<file path="src/rtl/seg7_pkg.sv">
// rtl/seg7_pkg.sv - shared constants, state type and segment lookup for seg7_display
package seg7_pkg;

  localparam logic [6:0] SEG_BLANK = 7'h7F;

  typedef enum logic {IDLE, CONVERT} state_t;

  // Active-low {g,f,e,d,c,b,a} pattern for one hex nibble
  function automatic logic [6:0] hex_to_seg(input logic [3:0] nib);
    logic [6:0] s;
    case (nib)
      4'h0: s = 7'b1000000;
      4'h1: s = 7'b1111001;
      4'h2: s = 7'b0100100;
      4'h3: s = 7'b0110000;
      4'h4: s = 7'b0011001;
      4'h5: s = 7'b0010010;
      4'h6: s = 7'b0000010;
      4'h7: s = 7'b1111000;
      4'h8: s = 7'b0000000;
      4'h9: s = 7'b0011000;
      4'hA: s = 7'b0001000;
      4'hB: s = 7'b0000011;
      4'hC: s = 7'b1000110;
      4'hD: s = 7'b0100001;
      4'hE: s = 7'b0000110;
      default: s = 7'b0001110;
    endcase
    return s;
  endfunction

endpackage

</file>
<file path="src/rtl/bin2bcd_seq.sv">
// rtl/bin2bcd_seq.sv - iterative double-dabble converter, one iteration per cycle
module bin2bcd_seq #(
  parameter int BIN_W      = 16,
  parameter int NUM_DIGITS = 6
) (
  input  logic                    clk,
  input  logic                    rst,
  input  logic                    start,
  input  logic [BIN_W-1:0]        bin,
  output logic                    busy,
  output logic                    done,
  output logic [4*NUM_DIGITS-1:0] bcd
);

  localparam int BCD_W = 4 * NUM_DIGITS;
  localparam int ACC_W = BCD_W + BIN_W;
  localparam int CNT_W = $clog2(BIN_W + 1);

  logic [ACC_W-1:0] r_acc;
  logic [CNT_W-1:0] r_cnt;
  logic             r_busy;

  function automatic logic [ACC_W-1:0] dabble(input logic [ACC_W-1:0] acc);
    logic [ACC_W-1:0] t;
    t = acc;
    for (int i = 0; i < NUM_DIGITS; i++) begin
      if (t[BIN_W+4*i +: 4] >= 4'd5) t[BIN_W+4*i +: 4] = t[BIN_W+4*i +: 4] + 4'd3;
    end
    return t << 1;
  endfunction

  // The first iteration runs on the start edge so the result is complete
  // while done is high, letting the caller capture it in the same cycle.
  always_ff @(posedge clk) begin
    if (rst) begin
      r_acc  <= '0;
      r_cnt  <= '0;
      r_busy <= 1'b0;
    end else if (start && !r_busy) begin
      r_acc  <= dabble({{BCD_W{1'b0}}, bin});
      r_cnt  <= CNT_W'(1);
      r_busy <= 1'b1;
    end else if (r_busy) begin
      if (r_cnt == CNT_W'(BIN_W)) begin
        r_busy <= 1'b0;
      end else begin
        r_acc <= dabble(r_acc);
        r_cnt <= r_cnt + 1'b1;
      end
    end
  end

  assign busy = r_busy;
  assign done = r_busy && (r_cnt == CNT_W'(BIN_W));
  assign bcd  = r_acc[BIN_W +: BCD_W];

endmodule

</file>
<file path="src/rtl/seg7_display.sv">
// rtl/seg7_display.sv - multi-digit hex/decimal seven-segment driver with blanking and blink
module seg7_display
  import seg7_pkg::*;
#(
  parameter int NUM_DIGITS        = 6,
  parameter int BIN_W             = 16,
  parameter int BLINK_HALF_PERIOD = 25_000_000
) (
  input  logic                    clk,
  input  logic                    rst,
  input  logic                    load_valid,
  output logic                    load_ready,
  input  logic [4*NUM_DIGITS-1:0] value,
  input  logic                    dec_mode,
  input  logic                    blank_lz,
  input  logic [NUM_DIGITS-1:0]   blink_mask,
  output logic [7*NUM_DIGITS-1:0] seg
);

  localparam int CNT_W = $clog2(BLINK_HALF_PERIOD) + 1;

  state_t                  r_state, w_state_nxt;
  logic [4*NUM_DIGITS-1:0] r_digits, w_digits_nxt;
  logic                    r_valid, w_valid_nxt;
  logic                    r_blank_lz, w_blz_nxt;
  logic                    r_pend_blz;
  logic [CNT_W-1:0]        r_blink_cnt;
  logic                    r_blink_phase;
  logic [7*NUM_DIGITS-1:0] r_seg, w_seg_nxt;
  logic                    w_start, w_busy, w_done;
  logic [4*NUM_DIGITS-1:0] w_bcd;

  assign load_ready = (r_state == IDLE);
  assign w_start    = load_valid && (r_state == IDLE) && dec_mode;
  assign seg        = r_seg;

  bin2bcd_seq #(.BIN_W(BIN_W), .NUM_DIGITS(NUM_DIGITS)) u_bin2bcd (
    .clk   (clk),
    .rst   (rst),
    .start (w_start),
    .bin   (value[BIN_W-1:0]),
    .busy  (w_busy),
    .done  (w_done),
    .bcd   (w_bcd)
  );

  always_comb begin
    w_state_nxt  = r_state;
    w_digits_nxt = r_digits;
    w_valid_nxt  = r_valid;
    w_blz_nxt    = r_blank_lz;
    case (r_state)
      IDLE: begin
        if (load_valid) begin
          if (dec_mode) begin
            w_state_nxt = CONVERT;
          end else begin
            w_digits_nxt = value;
            w_valid_nxt  = 1'b1;
            w_blz_nxt    = blank_lz;
          end
        end
      end
      CONVERT: begin
        if (w_done) begin
          w_digits_nxt = w_bcd;
          w_valid_nxt  = 1'b1;
          w_blz_nxt    = r_pend_blz;
          w_state_nxt  = IDLE;
        end else if (!w_busy) begin
          w_state_nxt = IDLE;
        end
      end
    endcase
  end

  // Output is built from the next digit state so a hex load shows one cycle later
  always_comb begin : blank_logic
    logic v_seen;
    logic v_blank;
    v_seen    = 1'b0;
    v_blank   = 1'b0;
    w_seg_nxt = '1;
    for (int i = NUM_DIGITS - 1; i >= 0; i--) begin
      v_seen  = v_seen || (w_digits_nxt[4*i +: 4] != 4'd0) || (i == 0);
      v_blank = !w_valid_nxt || (w_blz_nxt && !v_seen) || (r_blink_phase && blink_mask[i]);
      w_seg_nxt[7*i +: 7] = v_blank ? SEG_BLANK : hex_to_seg(w_digits_nxt[4*i +: 4]);
    end
  end

  always_ff @(posedge clk) begin
    if (rst) begin
      r_state    <= IDLE;
      r_digits   <= '0;
      r_valid    <= 1'b0;
      r_blank_lz <= 1'b0;
      r_pend_blz <= 1'b0;
      r_seg      <= '1;
    end else begin
      r_state    <= w_state_nxt;
      r_digits   <= w_digits_nxt;
      r_valid    <= w_valid_nxt;
      r_blank_lz <= w_blz_nxt;
      r_seg      <= w_seg_nxt;
      if (w_start) r_pend_blz <= blank_lz;
    end
  end

  always_ff @(posedge clk) begin
    if (rst) begin
      r_blink_cnt   <= '0;
      r_blink_phase <= 1'b0;
    end else if (r_blink_cnt == CNT_W'(BLINK_HALF_PERIOD - 1)) begin
      r_blink_cnt   <= '0;
      r_blink_phase <= ~r_blink_phase;
    end else begin
      r_blink_cnt <= r_blink_cnt + 1'b1;
    end
  end

endmodule

</file>
<file path="config.mk">
export PLATFORM = sky130hd
export DESIGN_NAME = seg7_display
export DESIGN_NICKNAME = d
export VERILOG_FILES = /design/src/rtl/seg7_pkg.sv /design/src/rtl/bin2bcd_seq.sv /design/src/rtl/seg7_display.sv
export SDC_FILE = /design/constraint.sdc
export NUM_CORES = 1
export LEC_CHECK = 0
export BUFFER_PORTS_ARGS = -buffer_cell sky130_fd_sc_hd__buf_4
export CORE_ASPECT_RATIO = 0.8
export CORE_UTILIZATION = 60
export CTS_CLUSTER_DIAMETER = 50
export CTS_CLUSTER_SIZE = 12
export DETAILED_ROUTE_END_ITERATION = 6
export HOLD_SLACK_MARGIN = 0.08
export PLACE_DENSITY = 0.77
export SKIP_CTS_REPAIR_TIMING = 1
export SYNTH_ARGS = -nofsm -noshare
export SYNTH_HDL_FRONTEND = slang
export SYNTH_HIERARCHICAL = 1
export SYNTH_SLANG_ARGS = --single-unit
</file>
<file path="constraint.sdc">
create_clock -name clk -period 4.4 [get_ports clk]
set_input_delay 0.88 -clock clk [delete_from_list [all_inputs] [get_ports clk]]
set_output_delay 0.88 -clock clk [all_outputs]
set_load 0.005 [all_outputs]
</file>
# Yosys cells after proc, flatten, opt, wreduce, memory -nomap -nowiden

Memories as Yosys holds them, arrays and structs flattened. A register that Yosys moved wholly into a read port is not among the register bits.
Cells that the tools add are included.

Memory bits (read-only): 672
Output and inout port bits: 43
Memories: 6
Register bits after elaboration: 100
Input bits: 35

Equality and inequality tests: 3
Mux-type cells: 32
Bitwise logic cells: 3
Magnitude comparators: 6
Reductions and logical operators: 53
Add/subtract/negate cells: 8

Memory list:

| name             | words | bits a word | read ports | clocked after memory_dff | wr ports | RTL line       | text |
|---|---|---|---|---|---|---|---|
| (name not given) | 16    | 7           | 1          | 1                        | 0        | seg7_pkg.sv:11 | `case (nib)` |
| (name not given) | 16    | 7           | 1          | 1                        | 0        | seg7_pkg.sv:11 |  |
| (name not given) | 16    | 7           | 1          | 1                        | 0        | seg7_pkg.sv:11 |  |
| (name not given) | 16    | 7           | 1          | 1                        | 0        | seg7_pkg.sv:11 |  |
| (name not given) | 16    | 7           | 1          | 1                        | 0        | seg7_pkg.sv:11 |  |
| (name not given) | 16    | 7           | 1          | 1                        | 0        | seg7_pkg.sv:11 |  |

Operator list:

| kind                                                               | number |
|---|---|
| 2-to-1 mux 24 bit                                                  | 3 |
| 2-to-1 mux 17 bit                                                  | 3 |
| case mux 24 bit (2 select lines)                                   | 1 |
| adder 26 x 1 -> 26 bit (second input constant)                     | 1 |
| equality test 26 x 25 -> 1 bit (second input constant)             | 1 |
| greater-or-equal comparator 4 x 3 -> 1 bit (second input constant) | 6 |
| adder 4 x 2 -> 4 bit (second input constant)                       | 5 |
| 2-to-1 mux 4 bit                                                   | 5 |
| nonzero test 4 bit                                                 | 5 |
| 2-to-1 mux 1 bit                                                   | 16 |
| OR reduction 2 bit                                                 | 8 |
| logical AND 1 bit                                                  | 15 |
| logical OR 1 bit                                                   | 15 |
| logical NOT 1 bit                                                  | 7 |
| case mux 1 bit (2 select lines)                                    | 3 |
| adder 5 x 1 -> 5 bit (second input constant)                       | 1 |
| equality test 5 bit (second input constant)                        | 1 |
| AND reduction 2 bit                                                | 2 |
| adder 3 x 2 -> 3 bit (second input constant)                       | 1 |
| 2-to-1 mux 3 bit                                                   | 1 |
| NOT 1 bit                                                          | 3 |
| != test 2 x 1 -> 1 bit (second input constant)                     | 1 |
| nonzero test 2 bit                                                 | 1 |

# Longest topological paths before layout

Gate-level depths: netlist of run 1.

Depth in word-level cells: 14
Mapped depth: 16
Gate-level depth less buffers: 13

# Hierarchy

The synthesis of run 1 kept the hierarchy.

By module, submodules not included:

| module       | cells each | area an instance (sq um) | sequential area each (sq um) | times used |
|---|---|---|---|---|
| seg7_display | 602        | 5328.9                   | 1941.9                       | 1 |
| bin2bcd_seq  | 288        | 2511.2                   | 900.9                        | 1 |

# Least setup slack after synthesis of run 1

No wires, ideal clock.

Kind: in2reg
From: input port dec_mode
To: register r_seg[10], in the netlist seg[10]
Required time: 4321 ps
Slack: 1129 ps
Setup time: 79 ps
Data arrival time: 3192 ps
Cell stages on the path: 11
Path through: nand2b_4 -> buf_6 -> buf_4 -> mux2_2 -> o21ai_1 -> ha_1 -> inv_1 -> o41ai_4 -> and4_4 -> nand3_2 -> o211ai_1

Longest elaborated chain between the ends: 13

Ends and longest elaborated chain:

| item                             | RTL line           | text |
|---|---|---|
| from (decl)                      | seg7_display.sv:14 | `input logic dec_mode,` |
| 2-to-1 mux 24 bit                | seg7_display.sv:55 | `if (dec_mode) begin` |
| 2-to-1 mux 24 bit                | seg7_display.sv:54 | `if (load_valid) begin` |
| case mux 24 bit (2 select lines) | seg7_display.sv:52 | `case (r_state)` |
| nonzero test 4 bit               | seg7_display.sv:85 | `v_seen = v_seen \|\| (w_digits_nxt[4*i +: 4] != 4'd0) \|\| (i == 0);` |
| logical OR 1 bit (4 in a row)    | seg7_display.sv:85 |  |
| logical NOT 1 bit                | seg7_display.sv:86 | `v_blank = !w_valid_nxt \|\| (w_blz_nxt && !v_seen) \|\| (r_blink_phase && blink_mask[i]);` |
| logical AND 1 bit                | seg7_display.sv:86 |  |
| logical OR 1 bit (2 in a row)    | seg7_display.sv:86 |  |
| OR reduction 2 bit (no line)     | --                 |  |
| to (decl)                        | seg7_display.sv:29 | `logic [7*NUM_DIGITS-1:0] r_seg, w_seg_nxt;` |

Parallel ways exist; a longest one is shown, timed or not.
A chain may end at the register's enable or synchronous reset.

# Worst setup path in the final report of run 1

From: register u_bin2bcd.r_cnt[0]
To: register r_seg[16], in the netlist seg[16]

Longest elaborated chain between the ends: 13

Ends and longest elaborated chain:

| item                             | RTL line           | text |
|---|---|---|
| from (decl)                      | bin2bcd_seq.sv:20  | `logic [CNT_W-1:0] r_cnt;` |
| from (signal assigned)           | bin2bcd_seq.sv:48  | `r_cnt <= r_cnt + 1'b1;` |
| equality test 5 bit (*)          | bin2bcd_seq.sv:54  | `assign done = r_busy && (r_cnt == CNT_W'(BIN_W));` |
| logical AND 1 bit (*)            | bin2bcd_seq.sv:54  |  |
| via w_done                       | seg7_display.sv:30 | `logic w_start, w_busy, w_done;` |
| 2-to-1 mux 24 bit                | seg7_display.sv:65 | `if (w_done) begin` |
| case mux 24 bit (2 select lines) | seg7_display.sv:52 |  |
| nonzero test 4 bit               | seg7_display.sv:85 |  |
| logical OR 1 bit (3 in a row)    | seg7_display.sv:85 |  |
| logical NOT 1 bit                | seg7_display.sv:86 |  |
| logical AND 1 bit                | seg7_display.sv:86 |  |
| logical OR 1 bit (2 in a row)    | seg7_display.sv:86 |  |
| OR reduction 2 bit (no line)     | --                 |  |

The timed path passes the listed nets; every way through them passes the cells marked *.

==> metrics.yaml, run 1 <==
hold_violations: 0
p_seq_frac: 0.397
syn_area_per_cell_um2: 8.81
setup_ws_ns: 0.868
yosysMostFrequentCell: "dfxtp_1"
grt_usage: 0.283
syn_area_um2: 7840
gp_congestion: 0.945
cts_inserted_buffers: 17
p_sw_uw: 883
post-place-ws_ns: 0.674
htree_levels: 4
clkLatencyLatePin_ns: 0.42
wirelength_met1_um: 8170
synth-edff-count: 0
hold_path_class: "reg2reg"
drt-initial-drc-count: 459
worstPathRequired_ns: 4.70
io_pins: 78
path_cells: "inv_1 -> ha_1 -> nand4bb_4 -> nor2_4 -> buf_4 -> mux2i_1 -> nand2_1 -> o21ai_1 -> ha_1 -> o21ai_0 -> nor3_1 -> and4_4 -> a211o_4 -> a311o_1"
top_layer_used: "met4"
core_um2: 12500
power_frac_comb: 0.162
setup.worst_path.start_class: "flop"
drive_above_1_share: 0.175
nNetsFinal: 1001
synthFlopType: "dfxtp_1"
start_util: 0.628
leakage_nw: 3.43
clkPwrFrac: 0.441
swShare: 0.251
ant_nets: 0
p_per_area_nw_per_um2: 397
antenna_found_initial: 0
wl_met2_um: 8970
regArea_um2: 2840
grt_remaining_overflow: 0
skew_ns: 0.00481
slew_viol_final: 0
syn_to_final_growth_pct: 13.0
ys_seq_elements: 142
ir_worst_vdd_uv: 263
rsz0062_at_grt: "false"
crit_fanout: 20
cp_common_cell: "ha_1"
via_per_inst: 6.02
outcome: "finished, final reports clean"
cp_slowest_stage_delay_ns: 0.41
clockRootBuffer: "clkbuf_16"
dr_wl_met3_um: 986
die_h_um: 104
arrival_ns: 3.83
grt_first_pass_wirelength_um: 30400
setup_viol: 0
maxCapViolCount: 0
io_buffer_count: 77
wl_per_cell_um: 16.7
design.die.area_um2: 13500
fillers: 949
fmax_mhz: 283
dieWidth_um: 130
synthesis.nets: 965
synthDistinctLibCells: 70
slew_headroom: 0.269
drc: 0
grt_pass1_vias: 6352
internal-power_mw: 2.63
num_antenna_cells: 0
synth_sequential_area_ratio: 0.363
crit_path_top_delay_cell: "buf_4"
routed_wl_um: 18400
min_period_ns: 3.53
synthTopCellsByCount: "dfxtp_1, nor2_1, a21oi_1"
grt_max_degree: 51
multi_input_area_um2: 4420
cts_buffer_depth: 2
yosysTopAreaCell: "dfxtp_1"
cp-end-kind: "flop"
fin_crit_sh: 0.803
critPathKind: "reg2reg"
yosysTopAreaCellShare: 0.363
worst_slew_pin_slew_ns: 1.10
tns_ns: 0
rows: 36
syn_inst: 890
async_flop_share: 0
cts_tree: "built"
dpl.hpwl_um: 12900
first_pass_iters: 5
cts_num_sinks: 142
via_count: 6661
yosysWarnings: 6
synthTopCellsByArea: "dfxtp_1, mux2i_1, ha_1"
clk_pin_slew_ns: 0.05
==> per-layer routing <==
layer / vias up / GRT usage
met4: 0 / 0.0988
met3: 29 / 0.0653
met2: 236 / 0.473
li1: 3201 / -
met1: 3195 / 0.353
met5: - / 0
==> sequential cells by signal, summed over array words and instances (netlist names), 5 cells and up <==
signal and flops:
u_bin2bcd/r_acc 39, r_blink_cnt 26, u_bin2bcd/r_cnt 5, r_digits 24, seg 42
==> cell usage in the layout, fill, tap and decap left out, types with 7 or more instances in the layout <==
cell       Yosys  routed
and2_1        10      10
mux2_2        24      24
a21oi_1       68      68
ha_1          40      40
nand4_1        7       7
nor2_1        92      91
a22oi_2       13      13
dfxtp_1      142     141
a221o_1        8       8
inv_1         40      40
nand2b_1       8       8
a211oi_1       9       9
mux2i_1       54      54
buf_4         33      79
o21ai_0       42      42
xor2_1        13      13
nand2_1       56      56
nand3_1       51      51
xnor2_1       11      11
clkbuf_16      0      17
nor3_1        20      20
o31ai_1        9       9
o21ai_1       18      18
==> through the flow <==
step	hold slack (ns)	cells	util	instance area, um^2	total power, mW
floorplan	0.430	890	-	7840	1.82
global placement	0.440	1078	0.659	8230	1.95
detailed placement	0.454	1078	0.659	8230	1.98
CTS	0.462	1107	0.710	8860	3.53
global route	0.478	1107	0.710	8860	3.66
finish	0.464	1107	0.710	8860	3.51
==> worst paths after layout <==
| path | start | to | slack [ns] | cells after the start |
|---|---|---|---|---|
| hold reg to reg | u_bin2bcd/r_acc[13] | u_bin2bcd/r_acc[13] | 0.46 | 2 |
| setup reg to reg | u_bin2bcd/r_cnt[0] | seg[16] | 0.87 | 14 |
| hold / removal | u_bin2bcd/r_acc[13] | u_bin2bcd/r_acc[13] | 0.46 | 2 |
| setup / recovery | u_bin2bcd/r_cnt[0] | seg[16] | 0.87 | 14 |
==> cell type report <==
type	instances	share of cell area
clock buffers	22	0.0535
clock inverters	7	0.0181
inverters	41	0.0174
multi-input cells	645	0.499
flip-flops and latches	142	0.321
well taps	171	0.0241
repair buffers	79	0.0669
==> logic make-up (layout without fill, tap and decap cells) <==
| logic type | count (synthesis) | in the layout | share of synthesized area |
|---|---|---|---|
| fa+ha+maj | 40 | 40 | 0.0638 |
| mux | 80 | 80 | 0.106 |
| compound gates | 216 | 216 | 0.187 |
| xor+xnor | 24 | 24 | 0.0268 |
| flops | 142 | 142 | 0.363 |
| simple gates | 285 | 285 | 0.179 |
| buf+inv | 103 | 149 | 0.0745 |
==> power groups by stage <==
stage / Combinational (mW) / Clock, mW / Sequential [mW]
global route: 0.626 / 1.63 / 1.40
finish: 0.569 / 1.55 / 1.39
CTS: 0.562 / 1.57 / 1.39
global placement: 0.532 / 0 / 1.42
detailed placement: 0.556 / 0 / 1.42
floorplan: 0.407 / 0 / 1.41
==> critical path: cells and delay by family (launching register included) <==
kind / cells / cell delay [ns]
buffers and inverters: 2 / 0.52
flip-flops: 1 / 0.33
adder cells (fa/ha/maj): 2 / 0.58
AND/OR/NAND/NOR: 5 / 0.92
multiplexers: 1 / 0.14
AO/OA/AOI/OAI: 4 / 0.91
(Power assumes the default switching activity.)
==> run 2: changes to the inputs <==
==> constraint.sdc (replaced) <==
create_clock -name clk -period 3.45 [get_ports clk]
set_input_delay 0.69 -clock clk [delete_from_list [all_inputs] [get_ports clk]]
set_output_delay 0.69 -clock clk [all_outputs]
set_load 0.005 [all_outputs]
==> run 2 against run 1 <==
  * Core utilization increased by 0.65 points
  * Sequential share of layout area shrank 0.29 points
  * Register-to-register slack got worse by 0.60 ns
  * Flip-flop and latch count is the same
  * Die area unchanged
  * Worst hold slack got worse by 0.0047 ns
  * Critical endpoint is now seg[9]
  * Largest power group unchanged
==> metrics.yaml, run 2 (synthesis gave the netlist of run 1 again) <==
regToRegSetupSlack_ns: 0.27  # was 0.87 ns
skew_ns: 0.00632  # was 0.00481 ns
grt_usage: 0.271  # was 0.283
cts_buffer_depth: 2  # unchanged
hold_violations: 0  # unchanged
clk_pin_slew_ns: 0.06  # was 0.05 ns
rows: 36  # unchanged
setup_viol: 0  # unchanged
htree_levels: 4  # unchanged
largest_reg_flops: 42  # unchanged
critPathKind: "reg2reg"  # unchanged
final_common_cell: "dfxtp_1"  # unchanged
wl_per_cell_um: 16.1  # was 16.7 um
outcome: "finished, final reports clean"  # unchanged
num_antenna_cells: 0  # unchanged
hold_path_class: "reg2reg"  # unchanged
crit_fanout: 8  # was 20
rsz0062_at_grt: "false"  # unchanged
cts_tree: "built"  # unchanged
nNetsFinal: 1018  # was 1,001
arrival_ns: 3.53  # was 3.83 ns
fmax_mhz: 314  # was 283 MHz
hp-start: "r_blink_cnt[0]"  # was u_bin2bcd/r_acc[13]
dpl.hpwl_um: 12800  # was 12,900 um
setup.worst_path.start_class: "flop"  # unchanged
ir_worst_vdd_uv: 393  # was 263 uV
grt_first_pass_wirelength_um: 29100  # was 30,400 um
via_per_inst: 5.91  # was 6.02
first_pass_iters: 6  # was 5
r2r_start: "u_bin2bcd/r_cnt[0]"  # unchanged
worst_slew_pin_slew_ns: 0.959  # was 1.10 ns
clockRootBuffer: "clkbuf_16"  # unchanged
routed_wl_um: 18000  # was 18,400 um
ant_nets: 0  # unchanged
core_um2: 12500  # unchanged
syn_to_final_growth_pct: 14.0  # was 13.0%
io_buffer_count: 77  # unchanged
finish.utilization: 0.717  # was 0.710
min_period_ns: 3.18  # was 3.53 ns
die_h_um: 104  # unchanged
fillers: 922  # was 949
dieWidth_um: 130  # unchanged
cts_inserted_buffers: 17  # unchanged
gp_congestion: 0.911  # was 0.945
grt_remaining_overflow: 0  # unchanged
grt_pass1_vias: 6267  # was 6,352
antenna_found_initial: 0  # unchanged
io_pins: 78  # unchanged
cp-end-kind: "flop"  # unchanged
multi_input_area_um2: 4430  # was 4420 um^2
drive_above_1_share: 0.189  # was 0.175
design.die.area_um2: 13500  # unchanged
drc: 0  # unchanged
worstPathRequired_ns: 3.80  # was 4.70 ns
regArea_um2: 2840  # unchanged
fin_crit_sh: 0.922  # was 0.803
cts_num_sinks: 142  # unchanged
slew_viol_final: 0  # unchanged
leakage_nw: 3.48  # was 3.43 nW
start_util: 0.628  # unchanged
tns_ns: 0  # unchanged
via_count: 6640  # was 6,661
final_cell_mix: "dfxtp_1, buf_4, nor2_1"  # was dfxtp_1, nor2_1, buf_4
p_per_area_nw_per_um2: 488  # was 397 nW/um^2
grt_max_degree: 51  # unchanged
drt-initial-drc-count: 410  # was 459
slew_headroom: 0.361  # was 0.269
startpoint: "u_bin2bcd/r_cnt[0]"  # unchanged
clkLatencyLatePin_ns: 0.42  # about the same
maxCapViolCount: 0  # unchanged
-- run 2: final timing paths --
kind / endpoint / cells after the start
hold / removal: r_blink_cnt[0] / 1
setup / recovery: seg[9] / 14
hold reg to reg: r_blink_cnt[0] / 1
setup reg to reg: seg[9] / 14
-- run 2: final cells by class --
type                       instances  share of cell area
sequential                       142               0.318
clock buffer                      21              0.0493
multi-input combinational        645               0.495
tap                              171              0.0239
inverter                          41              0.0172
timing repair buffer              96              0.0806
clock inverter                     8              0.0160
-- run 2: per-stage QoR --
step	std cells	power, mW	worst slack (ns)	hold WS [ns]	instance area (um^2)
final	1124	4.36	0.270	0.459	8940
after global placement	1092	2.51	0.357	0.441	8330
after detailed placement	1092	2.54	0.244	0.449	8330
after floorplan	890	2.32	0.197	0.430	7840
after global routing	1124	4.55	0.0522	0.478	8940
after CTS	1121	4.38	0.108	0.461	8910
-- run 2: layer usage --
layer,vias to the layer above,global-route usage,routed length [um]
met5,-,0,0
met4,0,0.107,386
met3,46,0.0638,1080
met2,238,0.443,8720
met1,3107,0.343,7860
li1,3249,-,-
-- run 2: where the power goes --
| group | switching (mW) | internal (mW) | leakage, nW | total, mW |
|---|---|---|---|---|
| sequential | 0.0464 | 1.73 | 1.16 | 1.77 |
| clock | 0.646 | 1.19 | 0.283 | 1.84 |
| combinational | 0.430 | 0.323 | 2.04 | 0.753 |
| total | 1.12 | 3.24 | 3.48 | 4.36 |
-- run 2: worst max-delay path, stage by stage (launching register included) --
cell and delay (ns):
dfxtp_1 0.32, inv_1 0.10, ha_1 0.20, nand4bb_4 0.19, nor2_4 0.16, buf_4 0.20, mux2i_1 0.21, nand2_1 0.08
o21ai_1 0.15, ha_1 0.26, inv_1 0.10, o41ai_4 0.50, and4_4 0.36, nand3_2 0.14, nand3_1 0.13
==> run 3: changes to the inputs <==
==> constraint.sdc (replaced) <==
create_clock -name clk -period 3.9 [get_ports clk]
set_input_delay 0.78 -clock clk [delete_from_list [all_inputs] [get_ports clk]]
set_output_delay 0.78 -clock clk [all_outputs]
set_load 0.005 [all_outputs]
==> run 3 against run 2 <==
  * Flip-flop and latch count unchanged
  * Via count decreased by 0.89%
  * Routed wire length decreased by 2.0%
==> metrics.yaml, run 3 (synthesis gave the netlist of run 1 again) <==
hold_path_class: "reg2reg"  # unchanged
final_common_cell: "dfxtp_1"  # unchanged
critPathKind: "reg2reg"  # unchanged
drt-initial-drc-count: 456  # was 410
cts_buffer_depth: 2  # unchanged
r2r_start: "u_bin2bcd/r_cnt[0]"  # unchanged
outcome: "finished, final reports clean"  # unchanged
worstPathRequired_ns: 4.23  # was 3.80 ns
core_um2: 12500  # unchanged
cts_num_sinks: 142  # unchanged
crit_buf_inv: 2  # was 3
via_per_inst: 5.90  # was 5.91
start_util: 0.628  # unchanged
largest_reg_flops: 42  # unchanged
arrival_ns: 3.73  # was 3.53 ns
dieWidth_um: 130  # unchanged
slew_headroom: 0.360  # was 0.361
worst_slew_pin_slew_ns: 0.960  # was 0.959 ns
slew_viol_final: 0  # unchanged
clkPwrFrac: 0.424  # was 0.421
grt_first_pass_wirelength_um: 29300  # was 29,100 um
final_cell_mix: "dfxtp_1, nor2_1, buf_4"  # was dfxtp_1, buf_4, nor2_1
hp-start: "r_blink_cnt[0]"  # unchanged
fmax_mhz: 295  # was 314 MHz
cp-end-kind: "flop"  # unchanged
ir_worst_vdd_uv: 346  # was 393 uV
cp_common_cell: "ha_1"
via_count: 6581  # was 6,640
worst_hold_slack_ns: 0.466  # was 0.459 ns
gp_congestion: 0.941  # was 0.911
dpl.hpwl_um: 12600  # was 12,800 um
startpoint: "u_bin2bcd/r_cnt[0]"  # unchanged
rsz0062_at_grt: "false"  # unchanged
swShare: 0.270  # was 0.257
num_antenna_cells: 0  # unchanged
nNetsFinal: 1006  # was 1,018
path_cells: "inv_1 -> ha_1 -> nand4bb_4 -> nor2_4 -> buf_4 -> mux2i_1 -> nand2_1 -> o21ai_1 -> ha_1 -> o21ai_0 -> nor3_1 -> and4_4 -> nand3_2 -> o211ai_1"  # was inv_1 -> ha_1 -> nand4bb_4 -> nor2_4 -> buf_4 -> mux2i_1 -> nand2_1 -> o21ai_1 -> ha_1 -> inv_1 -> o41ai_4 -> and4_4 -> nand3_2 -> nand3_1
setup.worst_path.start_class: "flop"  # unchanged
wl_per_cell_um: 15.9  # was 16.1 um
power_frac_comb: 0.169  # was 0.173
die_h_um: 104  # unchanged
crit_fanout: 14  # was 8
p_sw_mw: 1.04  # was 1.12 mW
internal-power_mw: 2.80  # was 3.24 mW
io_buffer_count: 77  # unchanged
crit_family: "simple AND/OR/NAND/NOR gates"  # unchanged
grt_pass1_vias: 6076  # was 6,267
design.die.area_um2: 13500  # unchanged
hold_violations: 0  # unchanged
first_pass_iters: 5  # was 6
grt_remaining_overflow: 0  # unchanged
cp_slowest_stage_delay_ns: 0.44  # was 0.50 ns
skew_ns: 0.00907  # was 0.00632 ns
clkLatencyLatePin_ns: 0.42  # about the same
crit_path_top_delay_cell: "nor2_4"  # was o41ai_4
setup_viol: 0  # unchanged
io_pins: 78  # unchanged
cts_tree: "built"  # unchanged
tns_ns: 0  # unchanged
p_per_area_nw_per_um2: 433  # was 488 nW/um^2
routed_wl_um: 17700  # was 18,000 um
antenna_found_initial: 0  # unchanged
grt_max_degree: 51  # unchanged
ant_nets: 0  # unchanged
drive_above_1_share: 0.183  # was 0.189
min_period_ns: 3.39  # was 3.18 ns
clockRootBuffer: "clkbuf_16"  # unchanged
p_seq_frac: 0.408  # was 0.406
htree_levels: 4  # unchanged
rows: 36  # unchanged
syn_to_final_growth_pct: 13.0  # was 14.0%
leakage_nw: 3.42  # was 3.48 nW
cts_inserted_buffers: 17  # unchanged
finalPower_mw: 3.84  # was 4.36 mW
fin_crit_sh: 0.870  # was 0.922
maxCapViolCount: 0  # unchanged
grt_usage: 0.274  # was 0.271
clk_pin_slew_ns: 0.06  # about the same
drc: 0  # unchanged
-- run 3: final timing paths --
| check | end | slack [ns] | depth (start not counted) |
|---|---|---|---|
| worst min register to register | r_blink_cnt[0] | 0.47 | 1 |
| worst max-delay path | seg[10] | 0.51 | 14 |
| worst min-delay path | r_blink_cnt[0] | 0.47 | 1 |
| worst max register to register | seg[10] | 0.51 | 14 |
-- run 3: final cells by class --
cell class                 instances  area, um^2
clock buffer                      18         429
fill                             926        3610
multi-input combinational        645        4420
clock inverter                    14         170
timing repair buffer              84         631
tap                              171         214
inverter                          41         154
sequential                       142        2840
-- run 3: metrics by stage --
stage	utilization	area [um^2]	cells	worst slack [ns]
floorplan	-	7840	890	0.647
global placement	0.662	8260	1083	0.639
detailed placement	0.662	8260	1083	0.509
CTS	0.710	8860	1115	0.546
global route	0.710	8860	1115	0.250
finish	0.710	8860	1115	0.507
-- run 3: power groups by stage --
stage          registers [mW]  logic [mW]  clock network, mW
2_1_floorplan            1.59       0.459                  0
5_1_grt                  1.57       0.717               1.71
3_3_place_gp             1.59       0.610                  0
6_report                 1.57       0.648               1.63
3_5_place_dp             1.60       0.635                  0
4_1_cts                  1.57       0.643               1.64
-- run 3: metal layers --
layer	global-route usage	up-vias	wire length, um
li1	-	3228	-
met1	0.350	3129	7930
met2	0.450	196	8470
met3	0.0658	28	947
met4	0.0880	0	329
met5	0	-	0
